$ cat src/rtl/main_cache.sv
// main_cache: single-cycle memory-system demonstrator.
// A free-running request generator issues one byte access per clock to a
// 2-way set-associative cache (8 sets, 1-byte lines) in front of a 64-byte RAM.
// The cache is write-back by default. Define WRITE_THROUGH_EN to make every
// write also update RAM; the dirty bit is then never set and eviction never
// writes back.
//
// Ports:
//   clk      - clock, all state updates on the rising edge
//   reset    - asynchronous active-high reset (counter, valid/dirty/MRU bits)
//   hit      - combinational, current request hits in either way
//   readdata - combinational, read: cache data on hit else RAM data;
//              write: the write data
//   Address  - current request address
module main_cache (
    input  logic       clk,
    input  logic       reset,
    output logic       hit,
    output logic [7:0] readdata,
    output logic [5:0] Address
);

    localparam int unsigned AW    = 6;   // RAM address width
    localparam int unsigned DW    = 8;   // data width
    localparam int unsigned CW    = 7;   // request counter width
    localparam int unsigned SETS  = 8;
    localparam int unsigned IW    = 3;   // index width
    localparam int unsigned TW    = 3;   // tag width
    localparam int unsigned EW    = 14;  // way entry width
    localparam int unsigned DEPTH = 64;

    // Way entry field positions
    localparam int unsigned V_B  = 13;
    localparam int unsigned D_B  = 12;
    localparam int unsigned M_B  = 11;
    localparam int unsigned T_LO = 8;

`ifdef WRITE_THROUGH_EN
    localparam bit WRITE_THROUGH = 1'b1;
`else
    localparam bit WRITE_THROUGH = 1'b0;
`endif

    logic [CW-1:0] cnt;
    logic          rwb;
    logic [DW-1:0] data;
    logic [IW-1:0] index;
    logic [TW-1:0] tag;

    logic [EW-1:0] way1 [0:SETS-1];
    logic [EW-1:0] way2 [0:SETS-1];

    // RAM cells power up as zero. Each cell holds its value XORed with the
    // power-up image 8'h80|a, so the visible RAM starts as mem[a] = 8'h80|a
    // without any load sequence and is untouched by reset.
    logic [DW-1:0] ram_delta [0:DEPTH-1];

    logic [EW-1:0] e1;
    logic [EW-1:0] e2;
    logic [EW-1:0] victim;
    logic [EW-1:0] acc_line;
    logic          hit1;
    logic          hit2;
    logic          victim2;
    logic          sel2;
    logic          memwriteen;
    logic          wt_write;
    logic [DW-1:0] memdata;
    logic [DW-1:0] readdata1;
    logic          ram_we;
    logic [AW-1:0] ram_waddr;
    logic [DW-1:0] ram_wdata;

    // Power-up RAM contents at address a
    function automatic logic [DW-1:0] ram_image(input logic [AW-1:0] a);
        return 8'h80 | DW'(a);
    endfunction

    // Request generator: address, direction and write data from the counter
    always_comb begin
        Address = {1'b0, (cnt[5:4] == 2'b11), cnt[3:0]};
        rwb     = (cnt[5:4] != 2'b01);
        data    = {2'b01, Address};
        index   = Address[2:0];
        tag     = Address[5:3];
    end

    // Lookup and read path
    always_comb begin
        e1        = way1[index];
        e2        = way2[index];
        hit1      = e1[V_B] && (e1[T_LO +: TW] == tag);
        hit2      = e2[V_B] && (e2[T_LO +: TW] == tag);
        hit       = hit1 || hit2;
        readdata1 = hit1 ? e1[DW-1:0] : e2[DW-1:0];
        memdata   = ram_delta[Address] ^ ram_image(Address);
        readdata  = rwb ? (hit ? readdata1 : memdata) : data;
    end

    // Victim choice, new line content and RAM write port
    always_comb begin
        // way1 if invalid, else way2 if invalid, else the non-MRU way
        victim2    = e1[V_B] && (!e2[V_B] || e1[M_B]);
        victim     = victim2 ? e2 : e1;
        memwriteen = !WRITE_THROUGH && !hit && victim[V_B] && victim[D_B];
        sel2       = hit ? hit2 : victim2;

        acc_line = hit2 ? e2 : e1;
        if (hit) begin
            acc_line[M_B] = 1'b1;
            if (!rwb) begin
                acc_line[DW-1:0] = data;
                acc_line[D_B]    = !WRITE_THROUGH;
            end
        end else begin
            acc_line = {1'b1, (!rwb && !WRITE_THROUGH), 1'b1, tag,
                        (rwb ? memdata : data)};
        end

        // Write-back and write-through never coincide: dirty is never set
        // when write-through is enabled.
        wt_write  = WRITE_THROUGH && !rwb;
        ram_we    = memwriteen || wt_write;
        ram_waddr = wt_write ? Address : {victim[T_LO +: TW], index};
        ram_wdata = wt_write ? data : victim[DW-1:0];
    end

    // Request counter and cache arrays; reset only clears control bits
    always_ff @(posedge clk or posedge reset) begin
        if (reset) begin
            cnt <= '0;
            for (int i = 0; i < SETS; i++) begin
                way1[i][V_B:M_B] <= '0;
                way2[i][V_B:M_B] <= '0;
            end
        end else begin
            cnt <= cnt + CW'(1);
            if (sel2) begin
                way2[index]      <= acc_line;
                way1[index][M_B] <= 1'b0;
            end else begin
                way1[index]      <= acc_line;
                way2[index][M_B] <= 1'b0;
            end
        end
    end

    // RAM write port; blocked while reset is held
    always_ff @(posedge clk) begin
        if (ram_we && !reset) begin
            ram_delta[ram_waddr] <= ram_wdata ^ ram_image(ram_waddr);
        end
    end

endmodule

$ cat config.mk
export PLATFORM = sky130hd
export DESIGN_NAME = main_cache
export DESIGN_NICKNAME = d
export VERILOG_FILES = /design/src/rtl/main_cache.sv
export SDC_FILE = /design/constraint.sdc
export NUM_CORES = 1
export LEC_CHECK = 0
export CORE_MARGIN = 2
export CORE_UTILIZATION = 30
export DETAILED_ROUTE_END_ITERATION = 10
export GPL_TIMING_DRIVEN = 0
export PLACE_DENSITY = 0.46
export SLEW_MARGIN = 20
export SYNTH_ARGS = -nofsm -noshare
export SYNTH_HDL_FRONTEND = slang
export SYNTH_SLANG_ARGS = --single-unit
$ cat constraint.sdc
create_clock -name clk -period 3.8 [get_ports clk]
set_input_delay 0.76 -clock clk [delete_from_list [all_inputs] [get_ports clk]]
set_output_delay 0.76 -clock clk [all_outputs]
set_load 0.01 [all_outputs]
# After elaboration in Yosys (flattened, before gate mapping)

Memories as Yosys holds them, arrays and structs flattened.
Index checks and enable logic that the tools add are counted.

Flip-flop bits (word level): 231
Bits in writable memories: 512
Bits of input ports: 2
Output and inout port bits: 15
Logic and storage cells: 89
Memories: 1

Add/sub/neg operators: 1
Magnitude comparators: 2
Equal/unequal tests: 4
Multiplexer cells: 29
Bitwise operators: 6
Reduce and logical (&&, ||, !) cells: 13

Memories:

| memory    | words | bits a word | read ports | clocked after Yosys merged registers in | write ports | line | text |
|---|---|---|---|---|---|---|---|
| ram_delta | 64    | 8           | 1          | 0                                       | 1           | 56   | `logic [DW-1:0] ram_delta [0:DEPTH-1];` |

Operators with widths:

| cell                                                        | count |
|---|---|
| AND 112 bit                                                 | 2 |
| bitwise mux 112 bit                                         | 2 |
| two-way mux 112 bit                                         | 2 |
| inverter 112 bit                                            | 1 |
| two-way mux 14 bit                                          | 7 |
| binary-select mux 14 bit (select 3 bit)                     | 2 |
| demux 14 bit (select 3 bit)                                 | 2 |
| two-way mux 8 bit                                           | 6 |
| XOR 8 bit                                                   | 2 |
| two-way mux 12 bit                                          | 1 |
| adder 7 x 1 -> 7 bit (second input constant)                | 1 |
| logical AND 1 bit                                           | 7 |
| equality test 3 x 2 -> 1 bit                                | 2 |
| two-way mux 1 bit                                           | 5 |
| greater-or-equal comparator 4 bit (second input constant)   | 1 |
| logical NOT 1 bit                                           | 4 |
| less-than comparator 4 x 1 -> 1 bit (second input constant) | 1 |
| inverter 3 -> 4 bit                                         | 1 |
| two-way mux 3 bit                                           | 1 |
| equality test 2 bit (second input constant)                 | 1 |
| logical OR 1 bit                                            | 2 |
| two-way mux 2 bit                                           | 1 |
| inequality test 2 x 1 -> 1 bit (second input constant)      | 1 |

# Logic depth before layout (Yosys ltp)

Gate-level depths: netlist of run 1.

Depth in word-level cells: 13
Depth in mapped cells: 16
Mapped depth without buffers: 9

# Worst setup path after synthesis of run 1

Ideal clock, no wire load.

Path kind: flip-flop to flip-flop
From: register cnt[2]
To: memory ram_delta[0][5], data pin
Library setup time: 0.387 ns
Data arrival time: 3.344 ns
Data required time: 3.413 ns
Slack: 0.068 ns
Cell stages (with the launch flop): 14
Buffers on the path: 8
Period minus slack after synthesis: 3.732 ns
Cell sequence: dfrtp_1 buf_2 buf_6 buf_6 buf_4 buf_4 buf_4 buf_4 buf_2 mux2i_1 a21oi_1 o221ai_1 mux2i_1 xnor2_1

Longest elaborated chain between the ends: 9
Elaborated cells between the ends (all ways): 12
Classes of those cells: mux: 7; bitwise: 2; reduce/logical: 3

RTL lines:

| what                                                  | line   | text |
|---|---|---|
| start, declared                                       | 44     | `logic [CW-1:0] cnt;` |
| start signal, assigned                                | 137    | `cnt <= cnt + CW'(1);` |
| inverter 3 -> 4 bit (not written as such) (*)         | 90, 91 |  |
| binary-select mux 14 bit (select 3 bit)               | 91     | `e2 = way2[index];` |
| two-way mux 14 bit (not written as such) (2 in a row) | 91     |  |
| logical NOT 1 bit                                     | 103    | `victim2 = e1[V_B] && (!e2[V_B] \|\| e1[M_B]);` |
| logical OR 1 bit                                      | 103    |  |
| logical AND 1 bit                                     | 103    |  |
| two-way mux 14 bit (*)                                | 104    | `victim = victim2 ? e2 : e1;` |
| XOR 8 bit (*)                                         | 151    | `ram_delta[ram_waddr] <= ram_wdata ^ ram_image(ram_waddr);` |
| end, declared                                         | 56     |  |

Every way passes the cells marked *; elsewhere a longest branch is shown, timed or not. The select of a mux whose other input is x is not followed.

# Worst setup path in the final report of run 1

From: register cnt[5]
To: output readdata[1]

Longest elaborated chain between the ends: 6
Elaborated cells between the ends (all ways): 12
Classes of those cells: eq/ne: 4; mux: 3; bitwise: 1; reduce/logical: 3; memory: 1

RTL lines:

| what                                                                        | line | text |
|---|---|---|
| parallel branches: the longest is 5 deep, another holds memory (64 x 8 bit) | n/a  |  |
| two-way mux 8 bit (*)                                                       | 97   | `readdata = rwb ? (hit ? readdata1 : memdata) : data;` |
| end, declared                                                               | 19   | `output logic [7:0] readdata,` |

Mark *: on every way between the ends.

==> flow_metrics.env, run 1 <==
export IMPL_rsz0062_at_grt="true"
export IMPL_synthMostInstantiatedCell="edfxtp_1"
export IMPL_arrival_ps=3890
export IMPL_drtIter0Drc=2026
export IMPL_p_int_uw=8651
export IMPL_fin_util_pct=41.51
export IMPL_switchingPower_uw=2130
export IMPL_grt_pass1_wl_mm=110.8
export IMPL_drtAntennaViolNets=0
export IMPL_ir_drop_uv=277.5
export IMPL_drt_total_wl_mm=80.64
export IMPL_synthCells=1431
export IMPL_start_util_pct=30.38
export IMPL_power_density_mw_per_mm2=385.3
export IMPL_leakage_uw=0.009645
export IMPL_drt_first_pass_iters=5
export IMPL_min_period_over_period_pct=122.4
export IMPL_design_area_mm2=0.02798
export IMPL_diodes=0
export IMPL_synth_edf_count=432
export IMPL_cts_root_buf="clkbuf_16"
export IMPL_hpwl_mm=52.48
export IMPL_placed_area_mm2=0.02242
export IMPL_hold_violations=0
export IMPL_grt_antenna_before_repair=0
export IMPL_viasPerCell=5.543
export IMPL_crit_path_start_kind="flop"
export IMPL_synth_area_mm2=0.02047
export IMPL_synth_seq_cells=478
export IMPL_synthArstFlopShare_pct=9.623
export IMPL_ys_seq_area_share_pct=68.98
export IMPL_grt_start_max_net_pins=33
export IMPL_fin_setup_tns_ps=-22640
export IMPL_rr_worst_depth=20
export IMPL_synth_area_top_cells="edfxtp_1 63%, dfrtp_1 5.6%, nor2_1 3.4%"
export IMPL_num_vias=14710
export IMPL_yosys_warnings=0
export IMPL_fin_crit_ps=4651
export IMPL_max_slew_margin_pct=38.74
export IMPL_endpoint_kind="primary output"
export IMPL_coreArea_mm2=0.06740
export IMPL_clk_pin_slew_ps=70
export IMPL_portBuffers=15
export IMPL_gp_congestion=0.9470
export IMPL_layout_drive_gt1_share_pct=38.74
export IMPL_cp_max_fo=10
export IMPL_holdWs_ps=462.5
export IMPL_cap_violations=0
export IMPL_drc=0
export IMPL_overflow=0
export IMPL_p_sw_share_pct=19.76
export IMPL_grt_pass1_vias=14350
export IMPL_power_frac_seq_pct=52.5
export IMPL_gr_usage_all_layers_pct=22.52
export IMPL_clkSinkCount=478
export IMPL_clk_path_buf_depth=3
export IMPL_netlist_top_cells_count="432 x edfxtp_1, 188 x nor2_1, 89 x nand2_1, 51 x clkbuf_1, 50 x nor3_1"
export IMPL_htreeDepth=2
export IMPL_worstHoldPathCells=1
export IMPL_numCtsBuffers=50
export IMPL_row_count=95
export IMPL_tightestPinTransition_ps=918.9
export IMPL_ctsHoldBuffers=0
export IMPL_nNetsFinal=1743
export IMPL_finalSetupViolCount=216
export IMPL_max_freq_mhz=215.0
export IMPL_crit_path_start="cnt[5]$_DFF_PP0_"
export IMPL_crit_type="reg2out"
export IMPL_hp_class="reg2reg"
export IMPL_combPwrFrac_pct=0.3
export IMPL_yosysTopAreaCellShare_pct=63.36
export IMPL_syn_avg_cell_area_um2=14.31
export IMPL_skew_ps=31.61
export IMPL_cts_tree="yes"
export IMPL_final_fill_count=6056
export IMPL_r2r_start="cnt[1]$_DFF_PP0_"
export IMPL_wl_per_cell_um=30.39
export IMPL_synthFlopType="edfxtp_1"
export IMPL_ios=17
export IMPL_ys_types=85
export IMPL_outcome="finished, violations left"
export IMPL_power_uw=10780
export IMPL_yosysTopAreaCell="edfxtp_1"
export IMPL_hold_start="way2[13]$_DFFE_PP0P_"
export IMPL_die_y_um=265.2
export IMPL_area_delta_synth_final_pct=36.65
export IMPL_violations="setup timing"
export IMPL_insertion_delay_ps=610
export IMPL_slew_violations=0
export IMPL_cp_required_ps=3040
export IMPL_setup_slack_ps=-851.3
export IMPL_die_w_um=265.2
export IMPL_pwr_share_clk_pct=47.2
export IMPL_dieArea_mm2=0.07035
[worst max-delay path: stages (launching register included)]
cell	delay, ps
dfrtp_1	420
nand2_1	230
clkbuf_1	720
clkbuf_1	700
nand2_1	240
a31oi_4	280
xnor2_2	150
nand2_2	100
a31oi_4	270
buf_6	150
[power groups by stage]
stage                     Clock [uW]  Sequential, uW  Combinational (uW)
after global placement             0            5770                23.0
final                           5090            5660                35.8
after detailed placement           0            5770                28.9
after floorplan                    0            5770                14.7
after global routing            5320            5650                39.5
after CTS                       5140            5660                34.3
[layout by cell type (no fill, tap or decap), types with 15 or more instances in the layout]
master / instances
nor3_1: 25
a21oi_1: 30
nand2_1: 66
nand2_2: 21
nor2_1: 158
buf_6: 61
edfxtp_1: 432
o21ai_0: 23
nor3_4: 25
nand2b_1: 21
buf_4: 154
mux2i_1: 32
buf_12: 58
conb_1: 17
mux4_2: 25
dfrtp_1: 45
a22oi_1: 19
nor2_4: 28
mux2_2: 41
o22ai_1: 41
a221oi_1: 15
clkbuf_16: 51
clkbuf_1: 27
a221o_1: 16
[area by class of cell]
type | count | area, um2 | share of cell area, %
clock inverter | 23 | 301.5 | 1.078
sequential | 478 | 14120 | 50.48
tap | 873 | 1092 | 3.904
timing repair buffer | 249 | 2693 | 9.623
inverter | 9 | 42.54 | 0.1520
multi-input combinational | 846 | 7129 | 25.48
clock buffer | 70 | 1366 | 4.883
buffer | 106 | 1230 | 4.396
[per-stage QoR]
step           worst slack, ps  instances
4_1_cts                 -772.5       2591
5_1_grt                 -844.7       2654
3_5_place_dp             -2148       2373
6_report                -851.3       2654
3_3_place_gp             -3177       2335
2_1_floorplan            68.41       1447
[worst paths after layout]
path / endpoint / slack (ps)
worst min-delay path: way2[13]$_DFFE_PP0P_ / 460
worst max register to register: ram_delta[7][7]$_DFFE_PP_ / -300
worst min register to register: way2[13]$_DFFE_PP0P_ / 460
min in group asynchronous: cnt[2]$_DFF_PP0_ / 1050
worst max-delay path: readdata[1] / -850
max in group asynchronous: way2[40]$_DFFE_PP0P_ / 2180
[cells by family (layout without fill, tap and decap cells)]
kind of cell             count (synthesis)  in the layout  share of synthesized area, %
XOR/XNOR                                17             17                        0.7639
adder cells (fa/ha/maj)                  1              1                       0.06110
multiplexers                           111            111                         7.309
AO/OA/AOI/OAI                          274            274                         9.985
other                                    1             17                       0.01832
flip-flops                             478            478                         68.98
AND/OR/NAND/NOR                        426            426                         9.558
buffers and inverters                  123            457                         3.324
[timing repair]
item | 4_1_cts | 5_1_grt
setup buffers | 129 | 66
pin swaps | 67 | 76
gates cloned | 2 | 0
setup endpoints to repair | 890 | 416
gates resized for setup | 391 | 112
[registers in the layout, summed over array words and instances, names as in the netlist]
name and flops:
ram_delta 256, way1 112, way2 104, cnt 6
[metal layers]
metal  track usage, %  routed length, um
met3            4.453               7267
met2            35.65              36730
met5                0                  0
met4            8.643               3370
met1            30.58              33280
Note: power is estimated with default switching activity, not from simulation.
==> inputs of run 2 (changes only) <==
--- a/config.mk
+++ b/config.mk
@@ -7,6 +7,7 @@
 export LEC_CHECK = 0
 export CORE_MARGIN = 2
 export CORE_UTILIZATION = 30
+export CTS_CLUSTER_SIZE = 12
 export DETAILED_ROUTE_END_ITERATION = 10
 export GPL_TIMING_DRIVEN = 0
 export PLACE_DENSITY = 0.46
==> run 2 against run 1 <==
Against the previous run:
- the run still ends with setup timing left
- cell area fell by 1.1%
- global-route usage is 0.30 points higher
- worst hold slack barely moved
- first-iteration DRC count decreased by 3.5%
- maximum frequency increased by 1.8%
- total power shrank 2.8%
- worst setup slack gained 84 ps
- critical path depth increased by 5
- die area stayed put
- flip-flop and latch count unchanged
- routed wire length is 0.65% higher
- final cell count fell by 0.23%
- largest power group unchanged
==> flow_metrics.env, run 2 (same netlist as run 1, synthesis figures left out) <==
export IMPL_viasPerCell=5.606
export IMPL_clk_path_buf_depth=3
export IMPL_area_delta_synth_final_pct=35.19
export IMPL_crit_type="reg2out"
export IMPL_cap_violations=0
export IMPL_largestRegisters="ram_delta (256), way1 (112), way2 (104)"
export IMPL_violations="setup timing"
export IMPL_hp_class="reg2reg"
export IMPL_largest_register_ffs=256
export IMPL_layout_drive_gt1_share_pct=38.03
export IMPL_cts_tree="yes"
export IMPL_clk_pin_slew_ps=60
export IMPL_start_util_pct=30.38
export IMPL_setup_slack_ps=-767.4
export IMPL_max_freq_mhz=218.9
export IMPL_skew_ps=20.20
export IMPL_placement_setup_worst_slack_ps=-2148
export IMPL_grt_pass1_wl_mm=112.3
export IMPL_num_vias=14840
export IMPL_drc=0
export IMPL_fin_crit_ps=4567
export IMPL_cp_required_ps=3040
export IMPL_gr_usage_all_layers_pct=22.81
export IMPL_diodes=0
export IMPL_overflow=0
export IMPL_leakage_uw=0.009575
export IMPL_grt_start_max_net_pins=33
export IMPL_crit_path_start_kind="flop"
export IMPL_nNetsFinal=1736
export IMPL_dieArea_mm2=0.07035
export IMPL_grt_pass1_vias=14620
export IMPL_wl_per_cell_um=30.65
export IMPL_numCtsBuffers=51
export IMPL_drt_first_pass_iters=8
export IMPL_drt_total_wl_mm=81.17
export IMPL_gp_congestion=0.9470
export IMPL_arrival_ps=3810
export IMPL_hold_violations=0
export IMPL_die_w_um=265.2
export IMPL_row_count=95
export IMPL_ios=17
export IMPL_tightestPinTransition_ps=884.7
export IMPL_regArea_mm2=0.01413
export IMPL_outcome="finished, violations left"
export IMPL_clkSinkCount=478
export IMPL_ir_drop_uv=310.8
export IMPL_portBuffers=15
export IMPL_power_density_mw_per_mm2=378.8
export IMPL_drtAntennaViolNets=0
export IMPL_endpoint_kind="primary output"
export IMPL_min_period_over_period_pct=120.2
export IMPL_fin_util_pct=41.07
export IMPL_cts_root_buf="clkbuf_16"
export IMPL_coreArea_mm2=0.06740
export IMPL_final_fill_count=6071
export IMPL_final_cell_mix="432 x edfxtp_1, 158 x nor2_1, 149 x buf_4"
export IMPL_slew_violations=0
export IMPL_max_slew_margin_pct=41.02
export IMPL_die_y_um=265.2
export IMPL_top_register="ram_delta"
export IMPL_insertion_delay_ps=610
export IMPL_htreeDepth=2
export IMPL_rsz0062_at_grt="true"
export IMPL_grt_antenna_before_repair=2
export IMPL_hpwl_mm=52.48
export IMPL_multi_input_area_mm2=0.007038
export IMPL_finalSetupViolCount=97
export IMPL_drtIter0Drc=1956
export IMPL_cp_max_fo=6
export IMPL_layout_commonest_cell="edfxtp_1"
## run 2: per-stage QoR
stage	setup TNS (ps)	std cells	total power (uW)	hold slack [ps]	cell area, um2
after floorplan	0	1447	5783	426.5	20530
after global placement	-1600310	2335	5791	444.5	21780
after detailed placement	-926470	2373	5797	451.2	22420
after CTS	-11970	2617	10540	465.8	27200
after global routing	-24880	2648	10730	481.7	27680
final	-16570	2648	10480	463.0	27680
## run 2: cell type report
| class | instances | share of cell area (%) |
|---|---|---|
| flip-flops and latches | 478 | 51.03 |
| multi-input cells | 846 | 25.43 |
| well taps | 873 | 3.946 |
| plain buffers | 106 | 4.565 |
| inverters | 9 | 0.1446 |
| repair buffers | 241 | 9.235 |
| clock buffers | 75 | 5.081 |
| clock inverters | 20 | 0.5695 |
## run 2: repair_timing
item / CTS / global route
setup buffers: 153 / 34
pin swaps: 92 / 42
setup endpoints to repair: 890 / 561
resized for setup: 433 / 62
hold buffers: 0 / 0
gates cloned: 2 / 0
## run 2: path summary, 6_finish.rpt
path / slack [ps] / from / end / depth (start not counted)
setup reg to reg: -180 / cnt[1]$_DFF_PP0_ / ram_delta[7][7]$_DFFE_PP_ / 20
hold reg to reg: 460 / way2[13]$_DFFE_PP0P_ / way2[13]$_DFFE_PP0P_ / 1
max in group asynchronous: 2190 / reset / way2[40]$_DFFE_PP0P_ / 3
min in group asynchronous: 1040 / reset / cnt[2]$_DFF_PP0_ / 2
setup / recovery: -770 / cnt[2]$_DFF_PP0_ / readdata[2] / 14
hold / removal: 460 / way2[13]$_DFFE_PP0P_ / way2[13]$_DFFE_PP0P_ / 1
## run 2: worst max-delay path, stage by stage (launching register included)
cell	delay [ps]
dfrtp_2	430
buf_12	140
buf_12	130
buf_12	140
buf_12	150
buf_12	130
mux2_2	280
a22oi_1	210
a2bb2oi_2	190
a32oi_2	110
xnor2_2	240
a221oi_4	490
a211oi_2	90
a21oi_2	270
buf_2	190
## run 2: layer usage
metal | global-route usage [%] | vias to the layer above | wire, um
li1 | - | 6115 | -
met1 | 30.51 | 7649 | 32870
met2 | 36.19 | 906 | 36930
met3 | 5.055 | 172 | 7989
met4 | 8.872 | 2 | 3360
met5 | 0 | - | 13
## run 2: power breakdown
part / internal [uW] / switching (uW)
Clock: 2700 / 2090
Combinational: 9.76 / 27.7
Sequential: 5660 / 0.854
==> inputs of run 3 (changes only) <==
--- a/config.mk
+++ b/config.mk
@@ -9,7 +9,6 @@
 export CORE_UTILIZATION = 30
 export CTS_CLUSTER_SIZE = 12
 export DETAILED_ROUTE_END_ITERATION = 10
-export GPL_TIMING_DRIVEN = 0
 export PLACE_DENSITY = 0.46
 export SLEW_MARGIN = 20
 export SYNTH_ARGS = -nofsm -noshare
==> constraint.sdc (replaced) <==
create_clock -name clk -period 4 [get_ports clk]
set_input_delay 0.8 -clock clk [delete_from_list [all_inputs] [get_ports clk]]
set_output_delay 0.8 -clock clk [all_outputs]
set_load 0.01 [all_outputs]
==> run 3 against run 2 <==
Against the previous run:
- utilization down 1.5 points
- worst setup slack improved by 510 ps
- the flow still finishes with violations (setup timing)
- die area unchanged
- total power fell by 5.3%
- cell area shrank 3.6%
- final cell count is 1.9% higher
- register-to-register slack improved by 280 ps
- critical path depth decreased by 3
- sequential share of layout area rose by 1.9 points
- first-iteration DRC count is 37% lower
- via count down 5.9%
- clock power decreased by 5.4%
==> flow_metrics.env, run 3 (same netlist as run 1, synthesis figures left out) <==
export IMPL_outcome="finished, violations left"
export IMPL_violations="setup timing"
export IMPL_placed_area_mm2=0.02416
export IMPL_num_vias=13970
export IMPL_cp_num_buf_inv=3
export IMPL_clk_pin_slew_ps=60
export IMPL_cts_tree="yes"
export IMPL_coreArea_mm2=0.06740
export IMPL_power_density_mw_per_mm2=372.1
export IMPL_finalSetupViolCount=8
export IMPL_insertion_delay_ps=600
export IMPL_cpMostUsedCell="a21oi_4"
export IMPL_nNetsFinal=1786
export IMPL_design_area_mm2=0.02668
export IMPL_layout_commonest_cell="edfxtp_1"
export IMPL_grt_antenna_before_repair=0
export IMPL_holdWs_ps=468.5
export IMPL_r2r_end="ram_delta[27][6]$_DFFE_PP_"
export IMPL_ios=17
export IMPL_crit_type="reg2out"
export IMPL_grt_pass1_vias=14160
export IMPL_drt_total_wl_mm=70.91
export IMPL_die_w_um=265.2
export IMPL_tightestPinTransition_ps=764.9
export IMPL_row_count=95
export IMPL_slew_violations=0
export IMPL_die_y_um=265.2
export IMPL_endpoint_kind="primary output"
export IMPL_hold_violations=0
export IMPL_largestRegisters="ram_delta (256), way1 (112), way2 (104)"
export IMPL_gp_congestion=0.9049
export IMPL_worstHoldPathCells=1
export IMPL_r2r_slack_ps=100
export IMPL_top_register="ram_delta"
export IMPL_start_util_pct=30.38
export IMPL_min_period_over_period_pct=106.5
export IMPL_drc=0
export IMPL_hp_class="reg2reg"
export IMPL_fin_crit_ps=4260
export IMPL_max_slew_margin_pct=48.88
export IMPL_ir_drop_uv=320.6
export IMPL_viasPerCell=5.178
export IMPL_hold_start="way1[41]$_DFFE_PP0P_"
export IMPL_layout_drive_gt1_share_pct=35.36
export IMPL_r2r_start="cnt[1]$_DFF_PP0_"
export IMPL_clk_path_buf_depth=3
export IMPL_cap_violations=0
export IMPL_portBuffers=15
export IMPL_htreeDepth=2
export IMPL_setup_slack_ps=-260.0
export IMPL_grt_pass1_wl_mm=101.5
export IMPL_crit_path_start_kind="flop"
export IMPL_fin_util_pct=39.59
export IMPL_largest_register_ffs=256
export IMPL_holdPathEnd="way1[41]$_DFFE_PP0P_"
export IMPL_crit_chain="buf_12, mux2_4, a221o_1, a21oi_4, xnor2_4, a21oi_4, inv_4, a221oi_4, a211oi_2, a21oi_2, buf_2"
export IMPL_max_stage_delay_ps=590
export IMPL_wl_per_cell_um=26.28
export IMPL_leakage_uw=0.009260
export IMPL_hpwl_mm=48.89
export IMPL_drtIter0Drc=1231
export IMPL_skew_ps=20.33
export IMPL_wl_met1_mm=31.22
export IMPL_max_freq_mhz=234.7
export IMPL_crit_family="compound AO/OA/AOI/OAI gates"
export IMPL_cts_root_buf="clkbuf_16"
export IMPL_placement_setup_worst_slack_ps=-417.4
export IMPL_rr_worst_depth=14
export IMPL_wl_met2_mm=33.20
export IMPL_final_cell_mix="432 x edfxtp_1, 327 x buf_4, 183 x nor2_1"
export IMPL_cp_required_ps=3200
export IMPL_rsz0062_at_grt="true"
export IMPL_arrival_ps=3460
export IMPL_area_delta_synth_final_pct=30.33
export IMPL_cpMaxStageDelayCell="dfrtp_4"
export IMPL_drt_first_pass_iters=5
export IMPL_overflow=0
export IMPL_topRoutingLayerUsed="met4"
export IMPL_clkSinkCount=478
export IMPL_drtAntennaViolNets=0
export IMPL_numCtsBuffers=50
export IMPL_cp_max_fo=6
export IMPL_dieArea_mm2=0.07035
export IMPL_gr_usage_all_layers_pct=20.14
export IMPL_met3_length_mm=4.441
export IMPL_grt_start_max_net_pins=47
==> run 3: cell types whose count changed in the layout (fill, tap and decap cells not counted), moves of 15 or more <==
cell and delta:
buf_4 +178, buf_6 -46, nor2_1 +25, nor2_4 -25
nor3_4 -25, nor3_1 +21, nand2_1 +15
==> run 3: worst max path at each step <==
stage | slack (ps) | to | start | cells past startpoint
global route | -340 | readdata[2] | cnt[1]$_DFF_PP0_ | 12
CTS | -220 | readdata[2] | cnt[1]$_DFF_PP0_ | 11
floorplan | 270 | ram_delta[0][5]$_DFFE_PP_ | cnt[2]$_DFF_PP0_ | 13
global placement | -500 | readdata[3] | cnt[1]$_DFF_PP0_ | 11
detailed placement | -420 | readdata[3] | cnt[1]$_DFF_PP0_ | 11
finish | -260 | readdata[2] | cnt[1]$_DFF_PP0_ | 11
==> run 3: where the power goes <==
group | internal, uW | total [uW] | switching, uW
Clock | 2600 | 4530 | 1930
Combinational | 4.88 | 26.0 | 21.2
Sequential | 5370 | 5380 | 0.665
==> run 3: final cells by class <==
| cell class | instances | area (um2) |
|---|---|---|
| Clock inverter | 11 | 72.57 |
| Multi-Input combinational cell | 846 | 6252 |
| Sequential cell | 478 | 14130 |
| Inverter | 9 | 40.04 |
| Clock buffer | 82 | 1495 |
| Antenna cell | 1 | 2.502 |
| Timing Repair Buffer | 398 | 3595 |
| Fill cell | 6309 | 40710 |
| Tap cell | 873 | 1092 |
==> run 3: metal layers <==
layer	up-vias	global-route usage [%]
li1	6210	-
met1	7184	27.46
met2	460	32.67
met3	117	3.601
met4	0	6.383
met5	-	0
==> run 3: through the flow <==
step	power, uW	TNS (ps)	std cells
after floorplan	5494	0	1447
after global placement	5506	-1838	2568
after detailed placement	5506	-1550	2568
after CTS	10010	-1503	2682
after global routing	10200	-2281	2697
final	9929	-1646	2698
==> run 3: timing repair <==
action                     CTS  global route
gates resized for setup    131            29
hold buffers                 0             0
pin swaps                   41            23
gates cloned                 3             0
buffers inserted            26            16
setup endpoints to repair    9            29
